### config.mk
export PLATFORM = sky130hd
export DESIGN_NAME = mem_stage_flat
export DESIGN_NICKNAME = d
export VERILOG_FILES = /design/src/rtl/mem_stage_pkg.sv /design/src/rtl/mem_stage_if.sv /design/src/rtl/mem_timeout.sv /design/src/rtl/mem_stage.sv /design/src/flat_wrapper.sv
export SDC_FILE = /design/constraint.sdc
export NUM_CORES = 1
export LEC_CHECK = 0
export ABC_CLOCK_PERIOD_IN_PS = 5300
export CAP_MARGIN = 15
export CORE_MARGIN = 3
export CORE_UTILIZATION = 47
export CTS_CLUSTER_SIZE = 40
export DETAILED_ROUTE_END_ITERATION = 10
export PLACE_DENSITY_LB_ADDON = 0.25
export SKIP_CTS_REPAIR_TIMING = 1
export SYNTH_ARGS = -nofsm -noshare
export SYNTH_HDL_FRONTEND = slang
export SYNTH_SLANG_ARGS = --single-unit
### constraint.sdc
create_clock -name clk -period 5.3 [get_ports clk]
set_input_delay 1.325 -clock clk [delete_from_list [all_inputs] [get_ports clk]]
set_output_delay 1.325 -clock clk [all_outputs]
set_load 0.02 [all_outputs]
### src/rtl/mem_stage_pkg.sv
// Shared MEM-stage definitions: WB control bit positions, FSM encoding and
// the forwarding bus layout used by EX, MEM, WB and FORWARD.
package mem_stage_pkg;

    localparam int XLEN        = 32;
    localparam int RW_W        = 5;
    localparam int WB_CTRL_W   = 5;
    localparam int WB_REGWRITE = 4;
    localparam int WB_MEMTOREG = 3;
    localparam int MEM_DATA_W  = RW_W + XLEN + XLEN;
    localparam int BACK_W      = 1 + RW_W + XLEN;
    localparam int WB_DATA_W   = RW_W + XLEN;

    typedef enum logic [0:0] {
        ST_IDLE = 1'b0,
        ST_WAIT = 1'b1
    } mem_state_e;

    typedef struct packed {
        logic            valid;
        logic [RW_W-1:0] rw;
        logic [XLEN-1:0] data;
    } back_t;

    typedef struct packed {
        logic [RW_W-1:0] rw;
        logic [XLEN-1:0] ex_out;
        logic [XLEN-1:0] store_data;
    } mem_data_t;

    // A load is regWrite with memToReg; a store is flagged by memWrite.
    function automatic logic is_access(input logic mem_write,
                                       input logic [WB_CTRL_W-1:0] wb_ctrl);
        return mem_write || (wb_ctrl[WB_REGWRITE] && wb_ctrl[WB_MEMTOREG]);
    endfunction

    function automatic logic [XLEN-1:0] word_addr(input logic [XLEN-1:0] addr);
        return {addr[XLEN-1:2], 2'b00};
    endfunction

endpackage

### src/rtl/mem_stage_if.sv
// Data-memory bus between the MEM stage (master) and the memory (slave).
interface mem_stage_if;

    logic                           dmem_req;
    logic                           dmem_we;
    logic [mem_stage_pkg::XLEN-1:0] dmem_addr;
    logic [mem_stage_pkg::XLEN-1:0] dmem_wdata;
    logic                           dmem_ack;
    logic [mem_stage_pkg::XLEN-1:0] dmem_rdata;

    modport master (
        output dmem_req,
        output dmem_we,
        output dmem_addr,
        output dmem_wdata,
        input  dmem_ack,
        input  dmem_rdata
    );

    modport slave (
        input  dmem_req,
        input  dmem_we,
        input  dmem_addr,
        input  dmem_wdata,
        output dmem_ack,
        output dmem_rdata
    );

endinterface

### src/rtl/mem_timeout.sv
// Counts cycles spent waiting for a bus ack; expired flags the last allowed
// WAIT cycle so the FSM can abort instead of stalling forever.
module mem_timeout #(
    parameter int unsigned TIMEOUT = 255
) (
    input  logic clk,
    input  logic rst,
    input  logic in_wait,
    input  logic run,
    output logic expired
);

    localparam int CNT_W = $clog2(TIMEOUT + 1);
    localparam logic [CNT_W-1:0] CNT_LAST = CNT_W'(TIMEOUT - 32'd1);
    localparam logic [CNT_W-1:0] CNT_ONE  = CNT_W'(32'd1);

    logic [CNT_W-1:0] count_r;

    // Counter restarts from zero whenever the FSM is not staying in WAIT.
    always_ff @(posedge clk) begin
        if (rst) begin
            count_r <= {CNT_W{1'b0}};
        end else if (run) begin
            count_r <= count_r + CNT_ONE;
        end else begin
            count_r <= {CNT_W{1'b0}};
        end
    end

    assign expired = in_wait && (count_r == CNT_LAST);

endmodule

### src/rtl/mem_stage.sv
// Pipeline MEM stage: issues data-memory accesses, stalls the front end
// until ack, and registers the result into WB.
module mem_stage
    import mem_stage_pkg::*;
#(
    parameter int unsigned TIMEOUT = 255
) (
    input  logic                  clk,
    input  logic                  rst,
    input  logic                  MEM_FLUSH,
    input  logic                  MEM_CTRL,
    input  logic [WB_CTRL_W-1:0]  WB_CTRL,
    input  logic [MEM_DATA_W-1:0] MEM_DATA,
    mem_stage_if.master           dmem,
    output logic                  MEM_STALL,
    output logic [BACK_W-1:0]     MEM_BACK,
    output logic [WB_CTRL_W-1:0]  o_WB_CTRL,
    output logic [WB_DATA_W-1:0]  o_WB_DATA,
    output logic                  o_MEM_EXC
);

    mem_data_t            in_s;
    logic                 access_s;
    logic                 misaligned_s;
    mem_state_e           state_r;
    mem_state_e           next_state_s;
    logic                 req_s;
    logic                 we_s;
    logic [XLEN-1:0]      addr_s;
    logic [XLEN-1:0]      wdata_s;
    logic                 stall_s;
    logic                 commit_s;
    logic                 exc_s;
    logic                 latch_s;
    logic                 fwd_ok_s;
    logic [WB_CTRL_W-1:0] cur_ctrl_s;
    logic [RW_W-1:0]      cur_rw_s;
    logic [XLEN-1:0]      cur_ex_s;
    logic [XLEN-1:0]      result_s;
    logic                 expired_s;
    logic                 in_wait_s;
    logic                 run_s;
    back_t                back_s;

    // Copy of the outstanding access so the bus stays stable through WAIT.
    logic                 we_r;
    logic [XLEN-1:0]      ex_r;
    logic [XLEN-1:0]      wdata_r;
    logic [WB_CTRL_W-1:0] ctrl_r;
    logic [RW_W-1:0]      rw_r;

    assign in_s         = MEM_DATA;
    assign access_s     = is_access(MEM_CTRL, WB_CTRL);
    assign misaligned_s = (in_s.ex_out[1:0] != 2'b00);
    assign in_wait_s    = (state_r == ST_WAIT);
    assign run_s        = in_wait_s && (next_state_s == ST_WAIT);

    mem_timeout #(
        .TIMEOUT (TIMEOUT)
    ) u_timeout (
        .clk     (clk),
        .rst     (rst),
        .in_wait (in_wait_s),
        .run     (run_s),
        .expired (expired_s)
    );

    // FSM state register.
    always_ff @(posedge clk) begin
        if (rst) begin
            state_r <= ST_IDLE;
        end else begin
            state_r <= next_state_s;
        end
    end

    // Next-state, bus drive and WB-commit decisions.
    always_comb begin
        next_state_s = state_r;
        req_s        = 1'b0;
        we_s         = 1'b0;
        addr_s       = {XLEN{1'b0}};
        wdata_s      = {XLEN{1'b0}};
        stall_s      = 1'b0;
        commit_s     = 1'b0;
        exc_s        = 1'b0;
        latch_s      = 1'b0;
        fwd_ok_s     = 1'b0;
        cur_ctrl_s   = WB_CTRL;
        cur_rw_s     = in_s.rw;
        cur_ex_s     = in_s.ex_out;
        result_s     = in_s.ex_out;
        case (state_r)
            ST_IDLE: begin
                if (MEM_FLUSH) begin
                    next_state_s = ST_IDLE;
                end else if (!access_s) begin
                    commit_s = 1'b1;
                    fwd_ok_s = 1'b1;
                end else if (misaligned_s) begin
                    exc_s = 1'b1;
                end else begin
                    req_s    = 1'b1;
                    we_s     = MEM_CTRL;
                    addr_s   = word_addr(in_s.ex_out);
                    wdata_s  = in_s.store_data;
                    fwd_ok_s = 1'b1;
                    if (dmem.dmem_ack) begin
                        commit_s = 1'b1;
                        result_s = MEM_CTRL ? in_s.ex_out : dmem.dmem_rdata;
                    end else begin
                        stall_s      = 1'b1;
                        latch_s      = 1'b1;
                        next_state_s = ST_WAIT;
                    end
                end
            end
            ST_WAIT: begin
                // Flush is deliberately ignored here: the bus transfer must finish.
                cur_ctrl_s = ctrl_r;
                cur_rw_s   = rw_r;
                cur_ex_s   = ex_r;
                result_s   = ex_r;
                req_s      = 1'b1;
                we_s       = we_r;
                addr_s     = word_addr(ex_r);
                wdata_s    = wdata_r;
                fwd_ok_s   = 1'b1;
                if (dmem.dmem_ack) begin
                    commit_s     = 1'b1;
                    result_s     = we_r ? ex_r : dmem.dmem_rdata;
                    next_state_s = ST_IDLE;
                end else if (expired_s) begin
                    exc_s        = 1'b1;
                    next_state_s = ST_IDLE;
                end else begin
                    stall_s = 1'b1;
                end
            end
            default: begin
                next_state_s = ST_IDLE;
            end
        endcase
    end

    // Latch the access when it has to wait for the bus.
    always_ff @(posedge clk) begin
        if (rst) begin
            we_r    <= 1'b0;
            ex_r    <= {XLEN{1'b0}};
            wdata_r <= {XLEN{1'b0}};
            ctrl_r  <= {WB_CTRL_W{1'b0}};
            rw_r    <= {RW_W{1'b0}};
        end else if (latch_s) begin
            we_r    <= MEM_CTRL;
            ex_r    <= in_s.ex_out;
            wdata_r <= in_s.store_data;
            ctrl_r  <= WB_CTRL;
            rw_r    <= in_s.rw;
        end else begin
            we_r    <= we_r;
            ex_r    <= ex_r;
            wdata_r <= wdata_r;
            ctrl_r  <= ctrl_r;
            rw_r    <= rw_r;
        end
    end

    // MEM/WB register: anything that is not a commit becomes a bubble.
    always_ff @(posedge clk) begin
        if (rst) begin
            o_WB_CTRL <= {WB_CTRL_W{1'b0}};
            o_WB_DATA <= {WB_DATA_W{1'b0}};
            o_MEM_EXC <= 1'b0;
        end else begin
            o_MEM_EXC <= exc_s;
            if (commit_s) begin
                o_WB_CTRL <= cur_ctrl_s;
                o_WB_DATA <= {cur_rw_s, result_s};
            end else begin
                o_WB_CTRL <= {WB_CTRL_W{1'b0}};
                o_WB_DATA <= o_WB_DATA;
            end
        end
    end

    assign back_s.valid = fwd_ok_s && !rst && cur_ctrl_s[WB_REGWRITE] && !cur_ctrl_s[WB_MEMTOREG];
    assign back_s.rw    = cur_rw_s;
    assign back_s.data  = cur_ex_s;
    assign MEM_BACK     = back_s;

    assign dmem.dmem_req   = req_s && !rst;
    assign dmem.dmem_we    = we_s;
    assign dmem.dmem_addr  = addr_s;
    assign dmem.dmem_wdata = wdata_s;
    assign MEM_STALL       = stall_s && !rst;

endmodule

### src/flat_wrapper.sv
// flat-port wrapper written by rule: the top's interface ports become plain ports
module mem_stage_flat import mem_stage_pkg::*;
#(
    parameter int unsigned TIMEOUT = 255
)
  (clk, rst, MEM_FLUSH, MEM_CTRL, WB_CTRL, MEM_DATA, MEM_STALL, MEM_BACK, o_WB_CTRL, o_WB_DATA, o_MEM_EXC, dmem_dmem_req, dmem_dmem_we, dmem_dmem_addr, dmem_dmem_wdata, dmem_dmem_ack, dmem_dmem_rdata);
  mem_stage_if dmem_i ();
  input  logic clk;
  input  logic rst;
  input  logic MEM_FLUSH;
  input  logic MEM_CTRL;
  input  logic [WB_CTRL_W-1:0] WB_CTRL;
  input  logic [MEM_DATA_W-1:0] MEM_DATA;
  output logic MEM_STALL;
  output logic [BACK_W-1:0] MEM_BACK;
  output logic [WB_CTRL_W-1:0] o_WB_CTRL;
  output logic [WB_DATA_W-1:0] o_WB_DATA;
  output logic o_MEM_EXC;
  output wire logic [$bits(dmem_i.dmem_req)-1:0] dmem_dmem_req;
  output wire logic [$bits(dmem_i.dmem_we)-1:0] dmem_dmem_we;
  output wire logic [$bits(dmem_i.dmem_addr)-1:0] dmem_dmem_addr;
  output wire logic [$bits(dmem_i.dmem_wdata)-1:0] dmem_dmem_wdata;
  input wire logic [$bits(dmem_i.dmem_ack)-1:0] dmem_dmem_ack;
  input wire logic [$bits(dmem_i.dmem_rdata)-1:0] dmem_dmem_rdata;
  assign dmem_dmem_req = dmem_i.dmem_req;
  assign dmem_dmem_we = dmem_i.dmem_we;
  assign dmem_dmem_addr = dmem_i.dmem_addr;
  assign dmem_dmem_wdata = dmem_i.dmem_wdata;
  assign dmem_i.dmem_ack = dmem_dmem_ack;
  assign dmem_i.dmem_rdata = dmem_dmem_rdata;
  mem_stage #(.TIMEOUT(TIMEOUT)) u_core (.clk(clk), .rst(rst), .MEM_FLUSH(MEM_FLUSH), .MEM_CTRL(MEM_CTRL), .WB_CTRL(WB_CTRL), .MEM_DATA(MEM_DATA), .dmem(dmem_i), .MEM_STALL(MEM_STALL), .MEM_BACK(MEM_BACK), .o_WB_CTRL(o_WB_CTRL), .o_WB_DATA(o_WB_DATA), .o_MEM_EXC(o_MEM_EXC));
endmodule
# Yosys cells after proc, flatten, opt, wreduce, memory -nomap -nowiden
# Cells that the tools add are included.
[classes]
n_mux = 49
n_reduce_logical = 14
bitwise_logic = 3
eq_ne = 1
add_sub_neg = 1
[ops]
columns = ["operator", "count"]
rows = [
  ["32-bit two-way mux", 14],
  ["32-bit one-hot mux with 2 select lines", 3],
  ["1-bit two-way mux", 24],
  ["1-bit one-hot mux with 2 select lines", 6],
  ["5-bit two-way mux", 2],
  ["8-bit by 1-bit adder with 8-bit output, second input constant", 1],
  ["8-bit == test, second input constant", 1],
  ["1-bit logical AND", 8],
  ["2-bit OR reduction", 2],
  ["1-bit inverter", 3],
  ["1-bit zero test", 2],
  ["2-bit nonzero test", 1],
  ["1-bit logical OR", 1],
]
[word_totals]
ff_bits = 127
output_inout_bits = 148

# Depth between registers and ports, before layout
# Gate-level depths: netlist of run 1.
[depth]
ltp_word = 8
depth_mapped = 8
mapped_depth_nobuf = 6

# Cells and area by module
# A second synthesis of run 1 with hierarchy kept.
[unflattened]
hier_cells = 804
area_unflattened_um2 = 6413.7
[modules_own_cells]
columns = ["mod", "instances", "cells_each", "seq_area_each_um2", "area_each_um2"]
rows = [
  ["mem_stage", 1, 766, 2382.3, 6082.1],
  ["mem_timeout", 1, 38, 160.2, 331.6],
]

# Least setup slack after synthesis of run 1
# No wires, ideal clock.
[synth_timing]
path_type = "input-to-output"
startpoint = "input MEM_FLUSH"
endpoint = "output MEM_STALL"
path_stages = 5
setup_slack_ns = 1.235
arrival_ns = 2.740
path_buffers = 2
cell_sequence = "clkbuf_1 > nor4_1 > nor2_1 > clkbuf_1 > nor4_1"
[synth_between]
elab_chain_cells = 3
[synth_rtl]
columns = ["item", "line", "rtl"]
rows = [
  ["start: declaration", "flat_wrapper.sv:10", "input logic MEM_FLUSH;"],
  ["1-bit two-way mux", "mem_stage.sv:95", "if (MEM_FLUSH) begin"],
  ["1-bit one-hot mux with 2 select lines", "mem_stage.sv:93", "case (state_r)"],
  ["1-bit logical AND", "mem_stage.sv:196", "assign MEM_STALL = stall_s && !rst;"],
  ["end: declaration", "flat_wrapper.sv:14", "output logic MEM_STALL;"],
]
# Every way passes these cells.

# Final worst setup path of run 1
[layout_timing]
startpoint = "input MEM_DATA[32]"
endpoint = "output dmem_dmem_addr[4]"
[layout_between]
elab_chain_cells = 5
[layout_rtl]
columns = ["item", "line", "rtl"]
rows = [
  ["start: declaration", "flat_wrapper.sv:13", "input logic [MEM_DATA_W-1:0] MEM_DATA;"],
  ["2-bit nonzero test", "mem_stage.sv:54", "assign misaligned_s = (in_s.ex_out[1:0] != 2'b00);"],
  ["32-bit two-way mux", "mem_stage.sv:100", "end else if (misaligned_s) begin"],
  ["32-bit two-way mux", "mem_stage.sv:97", "end else if (!access_s) begin"],
  ["32-bit two-way mux", "mem_stage.sv:95", ""],
  ["32-bit one-hot mux with 2 select lines", "mem_stage.sv:93", ""],
  ["end: declaration", "flat_wrapper.sv:21", "output wire logic [$bits(dmem_i.dmem_addr)-1:0] dmem_dmem_addr;"],
]
# Every way passes these cells.

==> implementation parameters, run 1 <==
Parameter                              Value

Drt
  Drt total wl    20840 um
  Remaining design rule violation count    0
  Count of vias placed by the detailed router    ~6600
  Number of violations reported at the end of detailed-routing iteration 0    557
  First-pass iteration count of the detailed router    5
  Routed Antenna Nets    0
  Routed len/inst    around 17 um
  Via/cell ratio    5.486

Floorplan
  # IOs    ~260
  Horizontal extent of the die    ~120 um
  Starting Density    49.08%
  Die area    14930 um2
  Chip Height    122.2 um
  Placeable core area    approximately 13000 um2
  Rows    41

Final layout
  Number of fill cells in the layout    1000
  Total area of sequential cells    2547 um2
  Area taken by multi-input logic gates    between 3000 and 4000 um2
  Commonest non-fill, non-tap cell in the layout    sky130_fd_sc_hd__clkdlybuf4s50_1
  Fraction of layout cells with a size suffix above 1    9.721%
  Area added between synthesis and finish    50.50%
  Layout net count    1139
  Leading cell types in the layout, fill and taps excluded    sky130_fd_sc_hd__clkdlybuf4s50_1 (255), sky130_fd_sc_hd__nand2_1 (221), sky130_fd_sc_hd__dfxtp_1 (125)
  Diode count    0
  Non-filler cells, final    ~1200

Logic synthesis
  Multiplexer area fraction after synthesis    12.09%
  Netlist Area Pre-Place    6345 um2
  Distinct cell type count of the synthesized netlist    39
  Avg Inst Size Synth    roughly 7.9 um2
  Number of warning messages in the yosys log    0
  Compound-cell area share of the yosys netlist    around a fifth
  Parity-gate share of the synthesized area counting xor and xnor cells    0.8282%
  Synthesized flop and latch total    127
  Synthesized-area fraction occupied by adder cells    0.3944%
  Number of cells produced by synthesis    803
  Async S/R FF share, synth    0%
  Main combinational cell family by area after synthesis    simple AND/OR/NAND/NOR gates
  Share of synthesized cell area in and, or, nand and nor gates    20.69%
  Most instantiated flip-flop cell in the synthesis netlist    sky130_fd_sc_hd__dfxtp_1
  Number of enable flip-flop cells after synthesis    0
  Fraction of the yosys area taken by sequential cells    40.07%

Power
  Switching Power    between 0.0006 and 0.0007 W
  Switching power share of the total    between 20 and 30%
  Worst supply voltage drop on vdd    ~220 uV
  Leakage power figure    3.332 nW
  Internal power    slightly below 0.002 W
  Pwr per Cell Area    276.4 nW/um2
  Total Power    0.002639 W
  Combinational power share    16.8%
  Flop pwr share    between 30% and 40%
  Clock Power Share    approximately 45%

Place
  Place WS    approximately 0.30 ns
  Buffers added on ports    256
  HPWL reported at the end of detailed placement    13890 um
  Placer Congestion    0.8658
  Cell Count Post-Placement    1179

Global routing
  Antenna violations before repair    0
  Overflow left after global routing    0
  Combined global-route utilization of all metal layers    a little over a quarter
  Number of global-route vias before repair    6394
  Global-route wire length before repair    ~32000 um
  Largest net degree at the start of global routing    68

Clock network
  CTS tree    yes
  Clk sinks    127
  Worst-Skew Late Latency    0.41 ns
  CTS H-Tree Depth    4
  CTS Buf Count    17
  Clock edge transition at the registers on the reported setup and hold paths    0.05 ns
  CTS root buffer    sky130_fd_sc_hd__clkbuf_16
  Clock Tree Buf Depth    2

STA
  Maximum clock frequency    199.7 MHz
  Setup violations, final    0
  Max transition margin    47.31%
  Clk_skew    0.005329 ns
  Final period demand of the worst path    5.008 ns
  Setup slack after layout    approximately 0.29 ns
  RSZ-0062 raised after global routing    no
  Final Max Slew Viols    0
  Measured slew at the worst slew-check pin    0.7903 ns
  Total negative slack    0 ns
  Final hold violation count    0
  Final critical-path share of the clock period    approximately 94%

Run
  Max Cap Viol    0

Critical path
  Worst Setup Start Kind    input pin
  Data arrival time at the worst-slack endpoint    between 3 and 4 ns
  Crit Path Max Fanout    21
  Type of the worst setup path    in2out
  Crit. End Element    output pin
  Reg2Reg Depth    5
  Data required time at the worst endpoint    3.97 ns

Hold path
  Min-delay worst type    reg2reg
  Number of cells on the worst hold path    2

Run status
  Outcome    finished, final reports clean
==> layout make-up <==
class	count	share of cell area, %
repair buffers	275	28.43
multi-input cells	603	36.15
clock buffers	23	5.320
inverters	2	0.07862
clock inverters	9	1.088
flip-flops and latches	127	26.68
well taps	172	2.254
==> through the flow <==
stage | cell area [um2] | util [%] | hold slack, ns
final | 9549 | 73.87 | 0.4533
after global placement | 8937 | 69.13 | 0.4388
after detailed placement | 8937 | 69.13 | 0.4467
after global routing | 9549 | 73.87 | 0.4670
after CTS | 9549 | 73.87 | 0.4539
after floorplan | 6349 | - | 0.4329
==> routing by layer <==
metal / wire, um / global-route usage, %
met4: 389 / 9.587
met3: 1517 / 6.407
met5: 0 / 0
met2: 10340 / 46.03
met1: 8588 / 33.83
==> synth_stat cells, types with 2 or more instances <==
master	count	share of area, %
sky130_fd_sc_hd__ha_1	2	0.39
sky130_fd_sc_hd__xor2_1	5	0.69
sky130_fd_sc_hd__buf_6	7	1.2
sky130_fd_sc_hd__mux2_2	37	6.6
sky130_fd_sc_hd__nor3_1	6	0.47
sky130_fd_sc_hd__a31o_2	2	0.28
sky130_fd_sc_hd__dfxtp_1	127	40
sky130_fd_sc_hd__a21oi_1	113	8.9
sky130_fd_sc_hd__a211oi_1	2	0.24
sky130_fd_sc_hd__nand3_1	4	0.32
sky130_fd_sc_hd__nand2_1	221	13
sky130_fd_sc_hd__buf_4	9	1.1
sky130_fd_sc_hd__nor4_1	5	0.49
sky130_fd_sc_hd__a22o_1	32	4.4
sky130_fd_sc_hd__o21ai_0	34	2.7
sky130_fd_sc_hd__inv_1	2	0.12
sky130_fd_sc_hd__mux2i_1	35	5.5
sky130_fd_sc_hd__a31oi_1	30	3.0
sky130_fd_sc_hd__buf_1	4	0.24
sky130_fd_sc_hd__nor3b_1	2	0.24
sky130_fd_sc_hd__and3_1	3	0.30
sky130_fd_sc_hd__nand3b_1	2	0.24
sky130_fd_sc_hd__clkbuf_1	41	2.4
sky130_fd_sc_hd__nor2b_1	32	3.2
sky130_fd_sc_hd__buf_2	11	0.87
sky130_fd_sc_hd__nor2_1	21	1.2
sky130_fd_sc_hd__nand4b_1	2	0.28
==> final timing paths <==
check / startpoint / end / slack (ns)
worst max-delay path: MEM_DATA[32] / dmem_dmem_addr[4] / 0.29
worst max register to register: u_core.in_wait_s / u_core.ex_r[15] / 2.57
worst min-delay path: u_core.o_WB_DATA[36] / u_core.o_WB_DATA[36] / 0.45
worst min register to register: u_core.o_WB_DATA[36] / u_core.o_WB_DATA[36] / 0.45
==> worst max-delay path, cell delays in order <==
cell	delay, ns
sky130_fd_sc_hd__clkdlybuf4s50_1	0.45
sky130_fd_sc_hd__buf_4	0.17
sky130_fd_sc_hd__nor4_1	0.39
sky130_fd_sc_hd__nor2_2	0.22
sky130_fd_sc_hd__buf_4	0.32
sky130_fd_sc_hd__nor2b_1	0.18
sky130_fd_sc_hd__clkdlybuf4s50_1	0.62
==> registers in the layout, indices dropped and copies added, names as in the netlist <==
signal and flops:
u_core.o_WB_DATA 37, u_core.ex_r 32, u_core.wdata_r 32, u_core.u_timeout.count_r 8
u_core.ctrl_r 5, u_core.o_WB_CTRL 5, u_core.rw_r 5, u_core.in_wait_s 1
u_core.o_MEM_EXC 1, u_core.we_r 1
==> power by group through the flow <==
stage               sequential (W)  clock, W  combinational (W)
floorplan                  0.00105         0           0.000176
global placement           0.00103         0           0.000435
detailed placement         0.00103         0           0.000439
CTS                        0.00101   0.00120           0.000443
global route               0.00101   0.00123           0.000471
finish                     0.00101   0.00119           0.000443
==> logic make-up after synthesis <==
group / count (synthesis)
adders and majority gates: 2
muxes: 72
buffers and inverters: 74
AOI/OAI and AO/OA: 216
other: 1
xor gates and xnor gates: 6
and+or+nand+nor: 305
DFF: 127
(Power assumes the default switching activity.)
==> run 2, diff against run 1 <==
- CTS_CLUSTER_DIAMETER: not set -> 150
==> results of run 2 <==
The final DEF is identical to that of run 1; final timing and power are the same.
